### config.mk
export PLATFORM = sky130hd
export DESIGN_NAME = fir_stream_feeder
export DESIGN_NICKNAME = d
export VERILOG_FILES = /design/src/rtl/fir_stream_feeder.sv
export SDC_FILE = /design/constraint.sdc
export NUM_CORES = 1
export LEC_CHECK = 0
export CORE_MARGIN = 1
export CORE_UTILIZATION = 50
export CTS_CLUSTER_SIZE = 12
export DETAILED_ROUTE_END_ITERATION = 8
export MAX_ROUTING_LAYER = met4
export PLACE_DENSITY = 0.75
export SYNTH_ARGS = -nofsm -noshare
export SYNTH_HDL_FRONTEND = slang
export SYNTH_SLANG_ARGS = --single-unit
### constraint.sdc
create_clock -name axis_clk -period 10.2 [get_ports axis_clk]
set_clock_uncertainty 0.2 [all_clocks]
set_input_delay 2.04 -clock axis_clk [delete_from_list [all_inputs] [get_ports axis_clk]]
set_output_delay 2.04 -clock axis_clk [all_outputs]
set_load 0.03 [all_outputs]
### src/rtl/fir_stream_feeder.sv
// fir_stream_feeder
// Streams cfg_length consecutive 32-bit words from the data SRAM into the
// FIR slave AXI-Stream port. SRAM reads are throttled so that the 2-entry
// skid FIFO can never overflow: a read is only issued when the words already
// buffered plus the one in flight, less the beat leaving this cycle, leave room.
module fir_stream_feeder #(
    parameter int pADDR_WIDTH = 12,
    parameter int pDATA_WIDTH = 32,
    parameter int pLEN_WIDTH  = 16
) (
    input  logic                   axis_clk,
    input  logic                   axis_rst,
    input  logic                   cfg_start,
    input  logic [pADDR_WIDTH-1:0] cfg_base_addr,
    input  logic [pLEN_WIDTH-1:0]  cfg_length,
    output logic                   busy,
    output logic                   done,
    output logic                   ram_en,
    output logic [pADDR_WIDTH-1:0] ram_addr,
    input  logic [pDATA_WIDTH-1:0] ram_rdata,
    output logic                   ss_tvalid,
    output logic [pDATA_WIDTH-1:0] ss_tdata,
    output logic                   ss_tlast,
    input  logic                   ss_tready
);

    typedef enum logic [1:0] {
        ST_IDLE = 2'd0,
        ST_RUN  = 2'd1,
        ST_DONE = 2'd2
    } state_t;

    localparam logic [pLEN_WIDTH-1:0]  LEN_ONE   = {{(pLEN_WIDTH-1){1'b0}}, 1'b1};
    localparam logic [pLEN_WIDTH-1:0]  LEN_ZERO  = {pLEN_WIDTH{1'b0}};
    localparam logic [pADDR_WIDTH-1:0] ADDR_ZERO = {pADDR_WIDTH{1'b0}};
    localparam logic [pADDR_WIDTH-1:0] WORD_MASK = {{(pADDR_WIDTH-2){1'b1}}, 2'b00};
    localparam logic [pDATA_WIDTH-1:0] DATA_ZERO = {pDATA_WIDTH{1'b0}};

    state_t                   state_r;
    state_t                   state_next_s;

    logic [pADDR_WIDTH-1:0]   base_r;
    logic [pLEN_WIDTH-1:0]    len_r;
    logic [pLEN_WIDTH-1:0]    rd_cnt_r;
    logic [pLEN_WIDTH-1:0]    tx_cnt_r;
    logic                     inflight_r;

    logic [pDATA_WIDTH-1:0]   fifo_mem_r [2];
    logic                     wr_ptr_r;
    logic                     rd_ptr_r;
    logic [1:0]               occ_r;

    logic                     start_s;
    logic                     valid_s;
    logic                     pop_s;
    logic                     push_s;
    logic                     last_s;
    logic [2:0]               level_s;
    logic                     issue_s;
    logic [pADDR_WIDTH-1:0]   rd_addr_s;

    // Datapath decode: handshake, FIFO level after this cycle, read issue and address
    always_comb begin
        start_s   = 1'b0;
        valid_s   = 1'b0;
        pop_s     = 1'b0;
        push_s    = 1'b0;
        last_s    = 1'b0;
        level_s   = 3'd0;
        issue_s   = 1'b0;
        rd_addr_s = ADDR_ZERO;
        if (state_r == ST_IDLE) begin
            start_s = cfg_start;
        end else begin
            start_s = 1'b0;
        end
        if (state_r == ST_RUN) begin
            valid_s = (occ_r != 2'd0);
        end else begin
            valid_s = 1'b0;
        end
        pop_s     = valid_s & ss_tready;
        push_s    = inflight_r;
        // length is never zero while in RUN, so length-1 cannot underflow here
        last_s    = (tx_cnt_r == (len_r - LEN_ONE));
        level_s   = {1'b0, occ_r} + {2'b00, inflight_r} - {2'b00, pop_s};
        rd_addr_s = base_r + {rd_cnt_r[pADDR_WIDTH-3:0], 2'b00};
        if ((state_r == ST_RUN) && (rd_cnt_r < len_r) && (level_s < 3'd2)) begin
            issue_s = 1'b1;
        end else begin
            issue_s = 1'b0;
        end
    end

    // FSM state register
    always_ff @(posedge axis_clk) begin
        if (axis_rst) begin
            state_r <= ST_IDLE;
        end else begin
            state_r <= state_next_s;
        end
    end

    // FSM next-state logic
    always_comb begin
        state_next_s = state_r;
        case (state_r)
            ST_IDLE: begin
                if (cfg_start) begin
                    if (cfg_length == LEN_ZERO) begin
                        state_next_s = ST_DONE;
                    end else begin
                        state_next_s = ST_RUN;
                    end
                end else begin
                    state_next_s = ST_IDLE;
                end
            end
            ST_RUN: begin
                if (pop_s && last_s) begin
                    state_next_s = ST_DONE;
                end else begin
                    state_next_s = ST_RUN;
                end
            end
            ST_DONE: begin
                state_next_s = ST_IDLE;
            end
            default: begin
                state_next_s = ST_IDLE;
            end
        endcase
    end

    // FSM outputs: status, SRAM request and stream beat
    always_comb begin
        busy      = 1'b0;
        done      = 1'b0;
        ram_en    = 1'b0;
        ram_addr  = ADDR_ZERO;
        ss_tvalid = 1'b0;
        ss_tdata  = DATA_ZERO;
        ss_tlast  = 1'b0;
        case (state_r)
            ST_IDLE: begin
                busy = 1'b0;
            end
            ST_RUN: begin
                busy      = 1'b1;
                ram_en    = issue_s;
                ss_tvalid = valid_s;
                ss_tlast  = valid_s & last_s;
                if (issue_s) begin
                    ram_addr = rd_addr_s;
                end else begin
                    ram_addr = ADDR_ZERO;
                end
                if (valid_s) begin
                    ss_tdata = fifo_mem_r[rd_ptr_r];
                end else begin
                    ss_tdata = DATA_ZERO;
                end
            end
            ST_DONE: begin
                busy = 1'b1;
                done = 1'b1;
            end
            default: begin
                busy = 1'b0;
            end
        endcase
    end

    // Latch base address (word aligned) and length only when a start is accepted
    always_ff @(posedge axis_clk) begin
        if (axis_rst) begin
            base_r <= ADDR_ZERO;
            len_r  <= LEN_ZERO;
        end else if (start_s) begin
            base_r <= cfg_base_addr & WORD_MASK;
            len_r  <= cfg_length;
        end else begin
            base_r <= base_r;
            len_r  <= len_r;
        end
    end

    // Read-issue and transmit counters, plus the one-cycle read-in-flight flag
    always_ff @(posedge axis_clk) begin
        if (axis_rst) begin
            rd_cnt_r   <= LEN_ZERO;
            tx_cnt_r   <= LEN_ZERO;
            inflight_r <= 1'b0;
        end else if (start_s) begin
            rd_cnt_r   <= LEN_ZERO;
            tx_cnt_r   <= LEN_ZERO;
            inflight_r <= 1'b0;
        end else begin
            inflight_r <= issue_s;
            if (issue_s) begin
                rd_cnt_r <= rd_cnt_r + LEN_ONE;
            end else begin
                rd_cnt_r <= rd_cnt_r;
            end
            if (pop_s) begin
                tx_cnt_r <= tx_cnt_r + LEN_ONE;
            end else begin
                tx_cnt_r <= tx_cnt_r;
            end
        end
    end

    // 2-entry FIFO: SRAM word captured the cycle it is valid, head drives the stream
    always_ff @(posedge axis_clk) begin
        if (axis_rst) begin
            fifo_mem_r[0] <= DATA_ZERO;
            fifo_mem_r[1] <= DATA_ZERO;
            wr_ptr_r      <= 1'b0;
            rd_ptr_r      <= 1'b0;
            occ_r         <= 2'd0;
        end else if (start_s) begin
            wr_ptr_r <= 1'b0;
            rd_ptr_r <= 1'b0;
            occ_r    <= 2'd0;
        end else begin
            if (push_s) begin
                fifo_mem_r[wr_ptr_r] <= ram_rdata;
                wr_ptr_r             <= ~wr_ptr_r;
            end else begin
                wr_ptr_r <= wr_ptr_r;
            end
            if (pop_s) begin
                rd_ptr_r <= ~rd_ptr_r;
            end else begin
                rd_ptr_r <= rd_ptr_r;
            end
            occ_r <= occ_r + {1'b0, push_s} - {1'b0, pop_s};
        end
    end

endmodule

==> impl_metrics.yaml <==
outcome:
  status: "complete, no violations"
worst_hold_path:
  hold_class: "flip-flop to flip-flop"
  min_from: "base_r[4]$_SDFFE_PP0P_"
floorplan:
  row_count: 43
  ios: 113
  coreArea_um2: 13800
  start_util_pct: 51.2
  design.die.area_um2: 14600
  die_w_um: 121
  die_h_um: 121
worst_setup_path:
  crit_family: "buffers and inverters"
  crit_path_start_kind: "input port"
  worstPathMaxFanout: 13
  path_class: "input port to output pin"
  cp.buffers_inverters: 4
  cp_data_required_time_ns: 7.96
  cpMaxStageDelayCell: "clkdlybuf4s50_1"
  startpoint: "ss_tready"
  cpPeakStageDelay_ns: 0.70
  reg2reg_from: "state_r[1]$_SDFF_PP0_"
  cp-end-kind: "output pin"
  worstPathArrival_ns: 6.27
  path_cells: "clkdlybuf4s50_1 -> o211a_1 -> ha_1 -> inv_1 -> ha_1 -> inv_1 -> fa_1 -> nand2_1 -> a2111oi_0 -> o21a_1 -> nand2_1 -> nor3b_1 -> clkdlybuf4s50_1"
timing:
  rsz0062_at_grt: "false"
  slew_viol_final: 0
  fin_crit_ns: 8.51
  timing_worst_slew_pin_value_ns: 1.26
  fmax_mhz: 118
  hold_viol: 0
  period_share_pct: 83.4
  setup-tns-final_ns: 0
  relSlewSlack_pct: 15.7
  holdWs_ns: 0.266
  setup_viol_count_final: 0
clock_network:
  cts_buffers: 17
  clock-sinks: 130
  clockRootBuffer: "clkbuf_16"
  htree_levels: 4
  cts_tree: "done"
  worstSkewPairLatency_ns: 0.42
  clock_path_buffers: 2
  clk_pin_slew_worst_paths_ns: 0.05
  holdBufCountCts: 0
  ctsResizeCount: 0
  post-cts-setup-buffer-count: 0
routing:
  routed_wl_mm: 16.9
  routedWlPerCell_um: 16.4
  drt_iter0_markers: 350
  firstDrtPassIters: 7
  postRouteAntennaNets: 0
  vias_per_cell: 5.65
  vias: 5830
  drc: 0
yosys:
  synth_flop_cell: "dfxtp_1"
  syn-cell-area_um2: 7080
  ys_ff_latch: 130
  synth_top_area_cell: "edfxtp_1"
  postSynthCellCount: 744
  synthArstFlopShare_pct: 0
  syn_area_per_cell_um2: 9.52
  yosysUniqueCellTypes: 63
  netlist.area_leader.share_pct: 27.1
  synth_edf_count: 64
  yosys_warnings: 0
  yosysSeqAreaShare_pct: 45.8
  synthTopCellsByArea: "edfxtp_1, dfxtp_1, and2_1, ha_1, mux2i_1"
power:
  p_sw_w: 0.000331
  seq_power_share_pct: 42.3
  p_comb_share_pct: 11.9
  p_clk_share_pct: 45.8
  leakagePower_nw: 3.35
  p_int_w: 0.00105
  vdd.ir_drop.worst_mv: 0.0857
  power.density_nw_per_um2: 155
  power.share.switching_pct: 24.0
final_layout:
  multi_input_area_um2: 3580
  drive_gt1_share_pct: 6.10
  nets: 937
  area_growth_pct: 25.6
  nFillCells: 1127
  antenna_cells: 0
  seq_area_um2: 3240
grt:
  grt_pass1_vias: 5651
  grt_pass1_wl_mm: 27.5
  grt_max_degree: 40
  grt_overflow: 0
  grt_use_total_pct: 24.9
  antenna_found_initial: 0
place:
  hpwl_mm: 11.8
  place_congestion: 0.938
  numPortBuffers: 108
flow_run:
  cap_violations: 0
[sequential cells by signal, summed over array words and instances, names as in the netlist, named ones only]
name,flops
fifo_mem_r,64
wr_ptr_r,1
occ_r,2
tx_cnt_r,16
len_r,16
rd_cnt_r,16
base_r,10
inflight_r,1
state_r,2
rd_ptr_r,1
[per-layer routing]
metal	part of all wire, %	up-vias	GRT usage [%]
met5	0	-	-
met4	2.2	0	9.34
met2	50	197	42.2
li1	-	2826	-
met3	4.3	36	4.56
met1	43	2771	29.3
[cell type report]
class / instances / area share [%]
Multi-Input combinational cell: 548 / 40.2
Tap cell: 180 / 2.53
Timing Repair Buffer: 115 / 12.7
Sequential cell: 130 / 36.5
Inverter: 27 / 1.14
Clock buffer: 19 / 4.87
Clock inverter: 13 / 2.07
[cell families after synthesis]
logic type               synth area share [%]
flip-flops                               45.8
AO/OA/AOI/OAI                            10.7
XOR/XNOR                                 5.19
AND/OR/NAND/NOR                          23.0
other                                  0.0529
multiplexers                             5.25
adder cells (fa/ha/maj)                  6.22
buffers and inverters                    3.82
[synthesized netlist by cell type, types with 7 or more instances]
cell / number
edfxtp_1: 64
a21oi_1: 43
nor4_1: 12
mux2i_1: 36
and3_1: 12
or4_1: 7
xor2_1: 20
o31ai_1: 8
clkbuf_1: 29
nand2_1: 75
a21o_1: 10
nand4_1: 7
or3_1: 17
inv_1: 27
nand3_1: 20
and2_1: 67
ha_1: 32
dfxtp_1: 66
nor3_1: 12
nor2_1: 74
xnor2_1: 22
o21ai_0: 8
[worst reg2reg max path, delay by kind of cell (launching register included)]
family | cells | cell delay (ns)
adder cells (fa/ha/maj) | 4 | 1.20
flip-flops | 1 | 0.31
AND/OR/NAND/NOR | 2 | 0.71
AO/OA/AOI/OAI | 4 | 1.61
buffers and inverters | 3 | 0.17
[placed cells by master, fill, tap and decap left out, types with 3 or more instances in the layout]
cell,synthesis,routed
nor4_1,12,12
a2111o_1,3,3
and3_1,12,12
o311ai_0,6,6
nor3_1,12,12
nand4_1,7,7
a31o_2,3,3
or3_1,17,17
xor2_1,20,20
nand2b_1,3,3
nand3_1,20,20
ha_1,32,32
buf_4,2,7
o21ai_0,8,8
and2_1,67,67
a21oi_1,43,43
nor2_1,74,74
nand2_1,75,75
inv_1,27,27
bufinv_16,0,4
xnor2_1,22,22
clkdlybuf4s50_1,0,108
clkbuf_16,0,17
or4_1,7,7
dfxtp_1,66,65
or2_2,4,4
o31ai_1,8,8
mux2i_1,36,36
a21o_1,10,10
a31oi_1,5,5
edfxtp_1,64,64
[power groups by stage]
stage / Clock, W / Combinational, W / Sequential [W]
floorplan: 0 / 0.000107 / 0.000586
global placement: 0 / 0.000157 / 0.000593
detailed placement: 0 / 0.000162 / 0.000594
CTS: 0.000641 / 0.000163 / 0.000583
global route: 0.000662 / 0.000180 / 0.000585
finish: 0.000631 / 0.000163 / 0.000583
[worst paths after layout]
check                           depth (start not counted)                  endpoint  slack, ns
worst min register to register                          2    base_r[4]$_SDFFE_PP0P_       0.27
worst max-delay path                                   13              ram_addr[10]       1.69
worst max register to register                         13  rd_cnt_r[7]$_SDFFE_PP0N_       5.91
worst min-delay path                                    2    base_r[4]$_SDFFE_PP0P_       0.27
[per-stage QoR]
step                      utilization, %  instance area, um^2  cells  power, W  setup WS, ns
after floorplan                        -                 7090    745  0.000693          2.73
after global placement              59.9                 8280   1000  0.000750          1.78
after detailed placement            59.9                 8280   1000  0.000756          1.72
after CTS                           64.4                 8900   1032   0.00139          1.71
after global routing                64.4                 8900   1032   0.00143          1.31
final                               64.4                 8900   1032   0.00138          1.69
Note: power is estimated with default switching activity, not from simulation.
